File: config.mk
export PLATFORM = sky130hd
export DESIGN_NAME = ws2812_ram_reader
export DESIGN_NICKNAME = d
export VERILOG_FILES = /design/src/rtl/ws2812_ram_reader.sv
export SDC_FILE = /design/constraint.sdc
export NUM_CORES = 1
export LEC_CHECK = 0
export BUFFER_PORTS_ARGS = -buffer_cell sky130_fd_sc_hd__buf_2
export CAP_MARGIN = 5
export CORE_MARGIN = 4
export CORE_UTILIZATION = 65
export CTS_CLUSTER_DIAMETER = 80
export CTS_CLUSTER_SIZE = 14
export DETAILED_ROUTE_END_ITERATION = 16
export MAX_ROUTING_LAYER = met4
export PLACE_DENSITY = 0.86
export SETUP_SLACK_MARGIN = 0.4
export SYNTH_ARGS = -nofsm -noshare
export SYNTH_HDL_FRONTEND = slang
export SYNTH_SLANG_ARGS = --single-unit
File: constraint.sdc
create_clock -name clk_clk -period 4.5 [get_ports clk_clk]
set_clock_uncertainty 0.05 [all_clocks]
set_input_delay 0.45 -clock clk_clk [delete_from_list [all_inputs] [get_ports clk_clk]]
set_output_delay 0.45 -clock clk_clk [all_outputs]
set_load 0.02 [all_outputs]
File: src/rtl/ws2812_ram_reader.sv
// ws2812_ram_reader
// Fabric-side reader for the HPS-shared 8-bit on-chip RAM. Fetches
// NUM_LEDS x 3 bytes per frame in G, R, B order, serialises them MSB first
// as a WS2812 single-wire bitstream on led_dout, then holds the line low
// for the latch time and pulses frame_done.
// Optional feature: define WS_BRIGHTNESS_EN to add a brightness[7:0] input
// that scales every fetched byte by (brightness+1)/256, sampled per frame.
module ws2812_ram_reader #(
  parameter int NUM_LEDS  = 60,
  parameter int BASE_ADDR = 0,
  parameter int ADDR_W    = 13,
  parameter int RD_LAT    = 1,
  parameter int T0H_CYC   = 40,
  parameter int T1H_CYC   = 80,
  parameter int BIT_CYC   = 125,
  parameter int LATCH_CYC = 6000
) (
  input  logic              clk_clk,
  input  logic              rst_reset,
  input  logic              start,
`ifdef WS_BRIGHTNESS_EN
  input  logic [7:0]        brightness,
`endif
  output logic [ADDR_W-1:0] ram_address,
  output logic              ram_chipselect,
  output logic              ram_clken,
  output logic              ram_write,
  output logic [7:0]        ram_writedata,
  input  logic [7:0]        ram_readdata,
  output logic              led_dout,
  output logic              busy,
  output logic              frame_done
);

  localparam int NBYTES = 3 * NUM_LEDS;
  localparam int TW     = $clog2(BIT_CYC);
  localparam int LW     = $clog2(LATCH_CYC);
  localparam int BW     = $clog2(NBYTES);

  localparam logic [TW-1:0] T_LAST    = TW'(BIT_CYC - 1);
  localparam logic [TW-1:0] T0H_LAST  = TW'(T0H_CYC - 1);
  localparam logic [TW-1:0] T1H_LAST  = TW'(T1H_CYC - 1);
  localparam logic [LW-1:0] L_LAST    = LW'(LATCH_CYC - 1);
  localparam logic [LW-1:0] L_DONE    = LW'(LATCH_CYC - 2);
  localparam logic [BW-1:0] BYTE_LAST = BW'(NBYTES - 1);

  // Elaboration-time parameter sanity checks
  if (NUM_LEDS < 1) begin : g_bad_num_leds
    $error("ws2812_ram_reader: NUM_LEDS must be >= 1");
  end
  if (RD_LAT < 1 || RD_LAT > 2) begin : g_bad_rd_lat
    $error("ws2812_ram_reader: RD_LAT must be 1 or 2");
  end
  if (longint'(BASE_ADDR) + 3 * longint'(NUM_LEDS) - 1 >= (longint'(1) << ADDR_W)) begin : g_bad_addr
    $error("ws2812_ram_reader: frame does not fit in the RAM address space");
  end
  if (T0H_CYC < 1 || T1H_CYC <= T0H_CYC || BIT_CYC <= T1H_CYC) begin : g_bad_timing
    $error("ws2812_ram_reader: need 0 < T0H_CYC < T1H_CYC < BIT_CYC");
  end
  if (LATCH_CYC < 2) begin : g_bad_latch
    $error("ws2812_ram_reader: LATCH_CYC must be >= 2");
  end

  typedef enum logic [2:0] {
    IDLE,
    FETCH,
    WAIT,
    SHIFT,
    LATCH
  } state_t;

  state_t             state;
  logic               rd_strobe;
  logic [RD_LAT-1:0]  rd_pipe;
  logic               rd_valid;
  logic [ADDR_W-1:0]  nxt_base;
  logic [1:0]         nxt_pos;
  logic [7:0]         sreg;
  logic [7:0]         pf;
  logic [7:0]         cap_byte;
  logic [2:0]         bidx;
  logic [TW-1:0]      tcnt;
  logic [LW-1:0]      lcnt;
  logic [BW-1:0]      byte_cnt;
`ifdef WS_BRIGHTNESS_EN
  logic [7:0]         br_q;
`endif

  assign ram_chipselect = rd_strobe;
  assign ram_clken      = rd_strobe;
  assign ram_write      = 1'b0;
  assign ram_writedata  = '0;
  assign rd_valid       = rd_pipe[RD_LAT-1];

  // Byte offset within an LED for read slot 0/1/2: G(+1), R(+0), B(+2)
  function automatic logic [ADDR_W-1:0] pos_off(input logic [1:0] pos);
    case (pos)
      2'd0:    return ADDR_W'(1);
      2'd1:    return '0;
      default: return ADDR_W'(2);
    endcase
  endfunction

  // Track each issued read through the RAM latency to mark its data cycle
  always_ff @(posedge clk_clk) begin
    if (rst_reset) begin
      rd_pipe <= '0;
    end else begin
      rd_pipe[0] <= rd_strobe;
      for (int unsigned i = 1; i < RD_LAT; i++) begin
        rd_pipe[i] <= rd_pipe[i-1];
      end
    end
  end

  // Returned RAM byte, optionally brightness-scaled, ready to be captured
  always_comb begin
    cap_byte = ram_readdata;
`ifdef WS_BRIGHTNESS_EN
    cap_byte = 8'((16'(ram_readdata) * (16'(br_q) + 16'd1)) >> 8);
`endif
  end

  // Frame sequencer: fetch, bit timing, prefetch, latch and status outputs
  always_ff @(posedge clk_clk) begin
    if (rst_reset) begin
      state       <= IDLE;
      rd_strobe   <= 1'b0;
      ram_address <= '0;
      nxt_base    <= '0;
      nxt_pos     <= '0;
      sreg        <= '0;
      pf          <= '0;
      bidx        <= '0;
      tcnt        <= '0;
      lcnt        <= '0;
      byte_cnt    <= '0;
      led_dout    <= 1'b0;
      busy        <= 1'b0;
      frame_done  <= 1'b0;
`ifdef WS_BRIGHTNESS_EN
      br_q        <= '0;
`endif
    end else begin
      rd_strobe  <= 1'b0;
      frame_done <= 1'b0;
      case (state)
        IDLE: begin
          led_dout <= 1'b0;
          if (start) begin
            state       <= FETCH;
            busy        <= 1'b1;
            rd_strobe   <= 1'b1;
            ram_address <= ADDR_W'(BASE_ADDR + 1);
            nxt_base    <= ADDR_W'(BASE_ADDR);
            nxt_pos     <= 2'd1;
            byte_cnt    <= '0;
`ifdef WS_BRIGHTNESS_EN
            br_q        <= brightness;
`endif
          end
        end

        FETCH: begin
          state <= WAIT;
        end

        WAIT: begin
          if (rd_valid) begin
            sreg     <= cap_byte;
            bidx     <= 3'd7;
            tcnt     <= '0;
            led_dout <= 1'b1;
            state    <= SHIFT;
          end
        end

        SHIFT: begin
          if (rd_valid) begin
            pf <= cap_byte;
          end
          if (tcnt == T_LAST) begin
            tcnt <= '0;
            if (bidx == 3'd0) begin
              if (byte_cnt == BYTE_LAST) begin
                state    <= LATCH;
                lcnt     <= '0;
                led_dout <= 1'b0;
              end else begin
                sreg     <= pf;
                bidx     <= 3'd7;
                byte_cnt <= byte_cnt + 1'b1;
                led_dout <= 1'b1;
              end
            end else begin
              sreg     <= {sreg[6:0], 1'b0};
              bidx     <= bidx - 3'd1;
              led_dout <= 1'b1;
              // Strobe lands on the first cycle of bit 0 of the current byte
              if (bidx == 3'd1 && byte_cnt != BYTE_LAST) begin
                rd_strobe   <= 1'b1;
                ram_address <= nxt_base + pos_off(nxt_pos);
                if (nxt_pos == 2'd2) begin
                  nxt_pos  <= 2'd0;
                  nxt_base <= nxt_base + ADDR_W'(3);
                end else begin
                  nxt_pos <= nxt_pos + 2'd1;
                end
              end
            end
          end else begin
            tcnt     <= tcnt + 1'b1;
            led_dout <= (tcnt < (sreg[7] ? T1H_LAST : T0H_LAST));
          end
        end

        LATCH: begin
          lcnt     <= lcnt + 1'b1;
          led_dout <= 1'b0;
          if (lcnt == L_DONE) begin
            frame_done <= 1'b1;
          end
          if (lcnt == L_LAST) begin
            busy  <= 1'b0;
            state <= IDLE;
          end
        end

        default: begin
          state <= IDLE;
        end
      endcase
    end
  end

endmodule

# Word-level counts from Yosys, hierarchy flattened
# Cells that the tools add are included.
[op_classes]
add_sub_neg = 7
magnitude_cmp = 1
eq_ne = 23
n_mux = 67
n_bitwise = 1
reduce_logical = 21
[ops]
columns = ["operator", "count"]
rows = [
  ["13-bit two-way mux", 17],
  ["13-bit one-hot mux with 2 select lines", 3],
  ["8-bit two-way mux", 8],
  ["8-bit one-hot mux with 2 select lines", 2],
  ["3-bit two-way mux", 10],
  ["13-bit == test (second input constant)", 2],
  ["7-bit two-way mux", 3],
  ["2-bit != test (second input constant)", 10],
  ["3-bit one-hot mux with 5 select lines", 1],
  ["7-bit one-hot mux with 2 select lines", 1],
  ["13-bit by 1-bit adder with 13-bit output (second input constant)", 1],
  ["13-bit adder", 1],
  ["13-bit by 2-bit adder with 13-bit output (second input constant)", 1],
  ["6-bit AND reduction", 2],
  ["1-bit two-way mux", 11],
  ["2-bit two-way mux", 5],
  ["5-bit AND reduction", 2],
  ["8-bit by 1-bit adder with 8-bit output (second input constant)", 1],
  ["8-bit == test (second input constant)", 1],
  ["8-bit != test (second input constant)", 1],
  ["2-bit one-hot mux with 2 select lines", 2],
  ["4-bit AND reduction", 2],
  ["2-bit nonzero test", 4],
  ["7-bit by 1-bit adder with 7-bit output (second input constant)", 1],
  ["21 further kinds", 28],
]
[totals]
regBits = 83
inputBits = 11
output_inout_bits = 27
elab_cells = 135

# Depth between registers and ports, before layout
[logic_depth]
word_depth = 12
mapped_depth = 9
ltp_nobuf = 8

# Worst setup path after synthesis
# No wires, ideal clock.
[synth_path]
path_type = "register -> register"
startpoint = "reg byte_cnt[0]"
endpoint = "reg byte_cnt[0]"
setup_time_ps = 71
t_arrival_ps = 1870
path_slack_ps = 2510
path_stages_with_launch = 9
path_buffers = 2
period_less_slack_ps = 1990
path_cell_list = "dfxtp_1 > ha_1 > and3_1 > clkbuf_1 > a211oi_1 > o211ai_2 > buf_2 > or3_1 > a21oi_1"
[synth_between]
elab_chain_len = 5
[synth_rtl]
columns = ["item", "line", "rtl"]
rows = [
  ["start, declared", "84", "logic [BW-1:0] byte_cnt;"],
  ["start signal, assigned", "192", "byte_cnt <= byte_cnt + 1'b1;"],
  ["8-bit by 1-bit adder with 8-bit output", "192", ""],
  ["8-bit two-way mux", "185", "if (byte_cnt == BYTE_LAST) begin"],
  ["8-bit two-way mux", "184", "if (bidx == 3'd0) begin"],
  ["8-bit two-way mux", "182", "if (tcnt == T_LAST) begin"],
  ["8-bit one-hot mux with 2 select lines", "147", "case (state)"],
]
# Several ways; a longest one is shown, not always the timed one. The select of a mux whose other input is x is not followed.
# A chain may end at the register's enable or synchronous reset.

# Final worst setup path
[layout_path]
startpoint = "reg bidx[0]"
endpoint = "reg sreg[4]"
[layout_between]
elab_chain_len = 4
[layout_rtl]
columns = ["item", "line", "rtl"]
rows = [
  ["start, declared", "81", "logic [2:0] bidx;"],
  ["start signal, assigned", "197", "bidx <= bidx - 3'd1;"],
  ["3-bit logical NOT *", "184", ""],
  ["8-bit two-way mux", "184", ""],
  ["8-bit two-way mux", "182", ""],
  ["8-bit one-hot mux with 2 select lines", "147", ""],
  ["end signal, assigned", "170", "sreg <= cap_byte;"],
  ["end signal, assigned", "190", "sreg <= pf;"],
  ["end signal, assigned", "196", "sreg <= {sreg[6:0], 1'b0};"],
  ["end, declared", "78", "logic [7:0] sreg;"],
]
# Mark *: on every way between the ends. The rest lies on a longest branch, timed or not. The select of a mux whose other input is x is not followed.

==> results.json <==
{
  "status": "complete, no violations",
  "rsz0062_at_grt": "false",
  "clockRootBuffer": "clkbuf_8",
  "die_h_um": 91.47,
  "yosys_warnings": 0,
  "hold_slack_ns": 0.2914,
  "vdd_drop_max_uv": 186.7,
  "yosys.area.top_type_share_pct": 36.70,
  "post-route-min-period_ns": 2.804,
  "wire_per_inst_um": 15.64,
  "drc": 0,
  "met2_length_um": 5042,
  "numPortBuffers": 28,
  "finalHoldViolations": 0,
  "totalWireLength_um": 10420,
  "synth_top_flop_cell": "dfxtp_1",
  "dieWidth_um": 91.47,
  "clk_pin_slew_ns": 0.09,
  "grt_pass1_vias": 3874,
  "viasPerCell": 6.254,
  "met1_length_um": 4520,
  "worst_pin_slew_ns": 0.8886,
  "grt_pass1_wl_um": 17400,
  "io_pins": 38,
  "final_cells": 666,
  "setup.worst_path.class": "reg -> reg",
  "dr.pass1.iters": 5,
  "highest_layer": "met4",
  "max_clock_freq_ghz": 0.3566,
  "cts_buffers": 9,
  "powerDensity_nw_per_um2": 327.9,
  "rows": 30,
  "worstPathRequired_ns": 4.72,
  "synthCells": 563,
  "antenna_found_initial": 0,
  "cts_hold_buf": 0,
  "grt_max_degree": 37,
  "cts.sink_count": 83,
  "start_util_pct": 66.65,
  "grt_usage_pct": 25.78,
  "rrSetupSlack_ns": 1.70,
  "n_antenna_cell": 0,
  "final_nets": 591,
  "synth_common_cells": "83 x dfxtp_1, 72 x nand2_1, 55 x a21oi_1",
  "fp.coreArea_um2": 6794,
  "drive_above_1_share_pct": 11.05,
  "wl_met3_um": 547,
  "syn_area_per_cell_um2": 8.043,
  "seq_area_um2": 1662,
  "yosys-top-cells-area": "dfxtp_1 37%, a21oi_1 6.1%, nand2_1 6.0%, ha_1 3.9%, nand3_1 3.6%",
  "path_max_fanout": 12,
  "power_w": 0.001567,
  "cts_tree": "done",
  "cts_setup_buffers": 0,
  "die-area_um2": 8366,
  "nFillCells": 550,
  "area_delta_synth_final_pct": 5.554,
  "yosys.cell_types.count": 67,
  "cp-start-kind": "flip-flop",
  "ys_seq_elements": 83,
  "routabilityCongestion": 0.9746,
  "cts_resized": 0,
  "hp-class": "in -> reg",
  "synth_edf_count": 0,
  "hpwl_um": 7258,
  "syn-cell-area_um2": 4528,
  "maxCapViolations": 0,
  "yosysTopAreaCell": "dfxtp_1",
  "htree_levels": 3,
  "cp-end-kind": "flip-flop",
  "p_leak_nw": 1.707,
  "globalRoute.totalOverflow": 0,
  "multi_input_area_um2": 2603,
  "setup-tns-final_ns": 0,
  "cp.arrival_ns": 3.02,
  "clk_latency_ns": 0.35,
  "yosysMostFrequentCell": "dfxtp_1",
  "placed_cells": 650,
  "ys_seq_area_share_pct": 36.70,
  "finalCritPeriodShare_pct": 62.32,
  "vias": 4165,
  "clockBufferDepth": 2,
  "setup_viol": 0,
  "async_flop_share_pct": 0,
  "drtIter0Drc": 331,
  "maxSlewViolCount": 0,
  "maxSlewHeadroom_pct": 40.64,
  "ant_nets": 0
}
## area by class of cell
| cell class | instances | share of cell area [%] |
|---|---|---|
| repair buffers | 30 | 3.246 |
| clock inverters | 4 | 0.6806 |
| flip-flops and latches | 83 | 34.76 |
| multi-input cells | 427 | 54.45 |
| well taps | 96 | 2.513 |
| inverters | 14 | 1.099 |
| clock buffers | 12 | 3.246 |
## state kept, by name, summed over array words and instances, names as in the netlist, 2 cells and up
| register | cells |
|---|---|
| byte_cnt | 8 |
| state | 3 |
| nxt_pos | 2 |
| pf | 8 |
| nxt_base | 13 |
| ram_address | 13 |
| lcnt | 13 |
| bidx | 3 |
| sreg | 8 |
| tcnt | 7 |
## cells in the final DEF (no fill, tap or decap), types with 11 or more instances in the layout
| cell | Yosys | routed |
|---|---|---|
| dfxtp_1 | 83 | 83 |
| ha_1 | 14 | 14 |
| a21oi_1 | 55 | 55 |
| clkbuf_8 | 0 | 11 |
| inv_1 | 14 | 14 |
| nor2_1 | 40 | 40 |
| nand4_1 | 19 | 19 |
| xor2_1 | 15 | 15 |
| nand2_1 | 72 | 72 |
| buf_2 | 7 | 28 |
| nand3_1 | 33 | 33 |
| o21ai_0 | 26 | 26 |
## final timing paths
kind,startpoint,endpoint,cells after the start
worst max-delay path,bidx[0],sreg[4],7
worst min-delay path,ram_readdata[5],pf[5],3
worst max register to register,bidx[0],sreg[4],7
worst min register to register,ram_address[9],ram_address[9],2
## where the power goes
part | internal (W) | switching, W | total (W)
Clock | 0.000235 | 0.000280 | 0.000515
Sequential | 0.000757 | 0.0000285 | 0.000786
Combinational | 0.0000706 | 0.000196 | 0.000266
Total | 0.00106 | 0.000504 | 0.00157
## critical path, stage by stage (launching register included)
cell and delay (ns):
dfxtp_1 0.35, inv_1 0.09, ha_1 0.24, nor2b_1 0.74, and3_1 0.35, o21ai_1 0.24, and2_0 0.41, o21ai_0 0.25
## routing by layer
metal  global-route usage (%)  vias to the layer above
li1                         -                     2017
met1                    31.21                     1964
met2                    42.48                      150
met3                    3.148                       34
met4                    12.44                        0
met5                        -                        -
## cells by family (layout without fill, tap and decap cells)
group                    after synthesis  count (layout)  share of synthesized area, %
adder cells (fa/ha/maj)               15              15                         4.311
XOR/XNOR                              21              21                         4.062
flip-flops                            83              83                         36.70
multiplexers                           1               1                        0.2487
AND/OR/NAND/NOR                      239             239                         27.85
AO/OA/AOI/OAI                        142             142                         20.25
buffers and inverters                 61              60                         6.493
other                                  1               9                       0.08282
## through the flow
stage / setup WS [ns] / util (%) / area, µm²
floorplan: 2.510 / - / 4558
global placement: 1.949 / 67.59 / 4592
detailed placement: 1.817 / 67.59 / 4592
CTS: 1.770 / 70.35 / 4780
global route: 1.506 / 70.35 / 4780
finish: 1.696 / 70.35 / 4780
(Power assumes the default switching activity.)
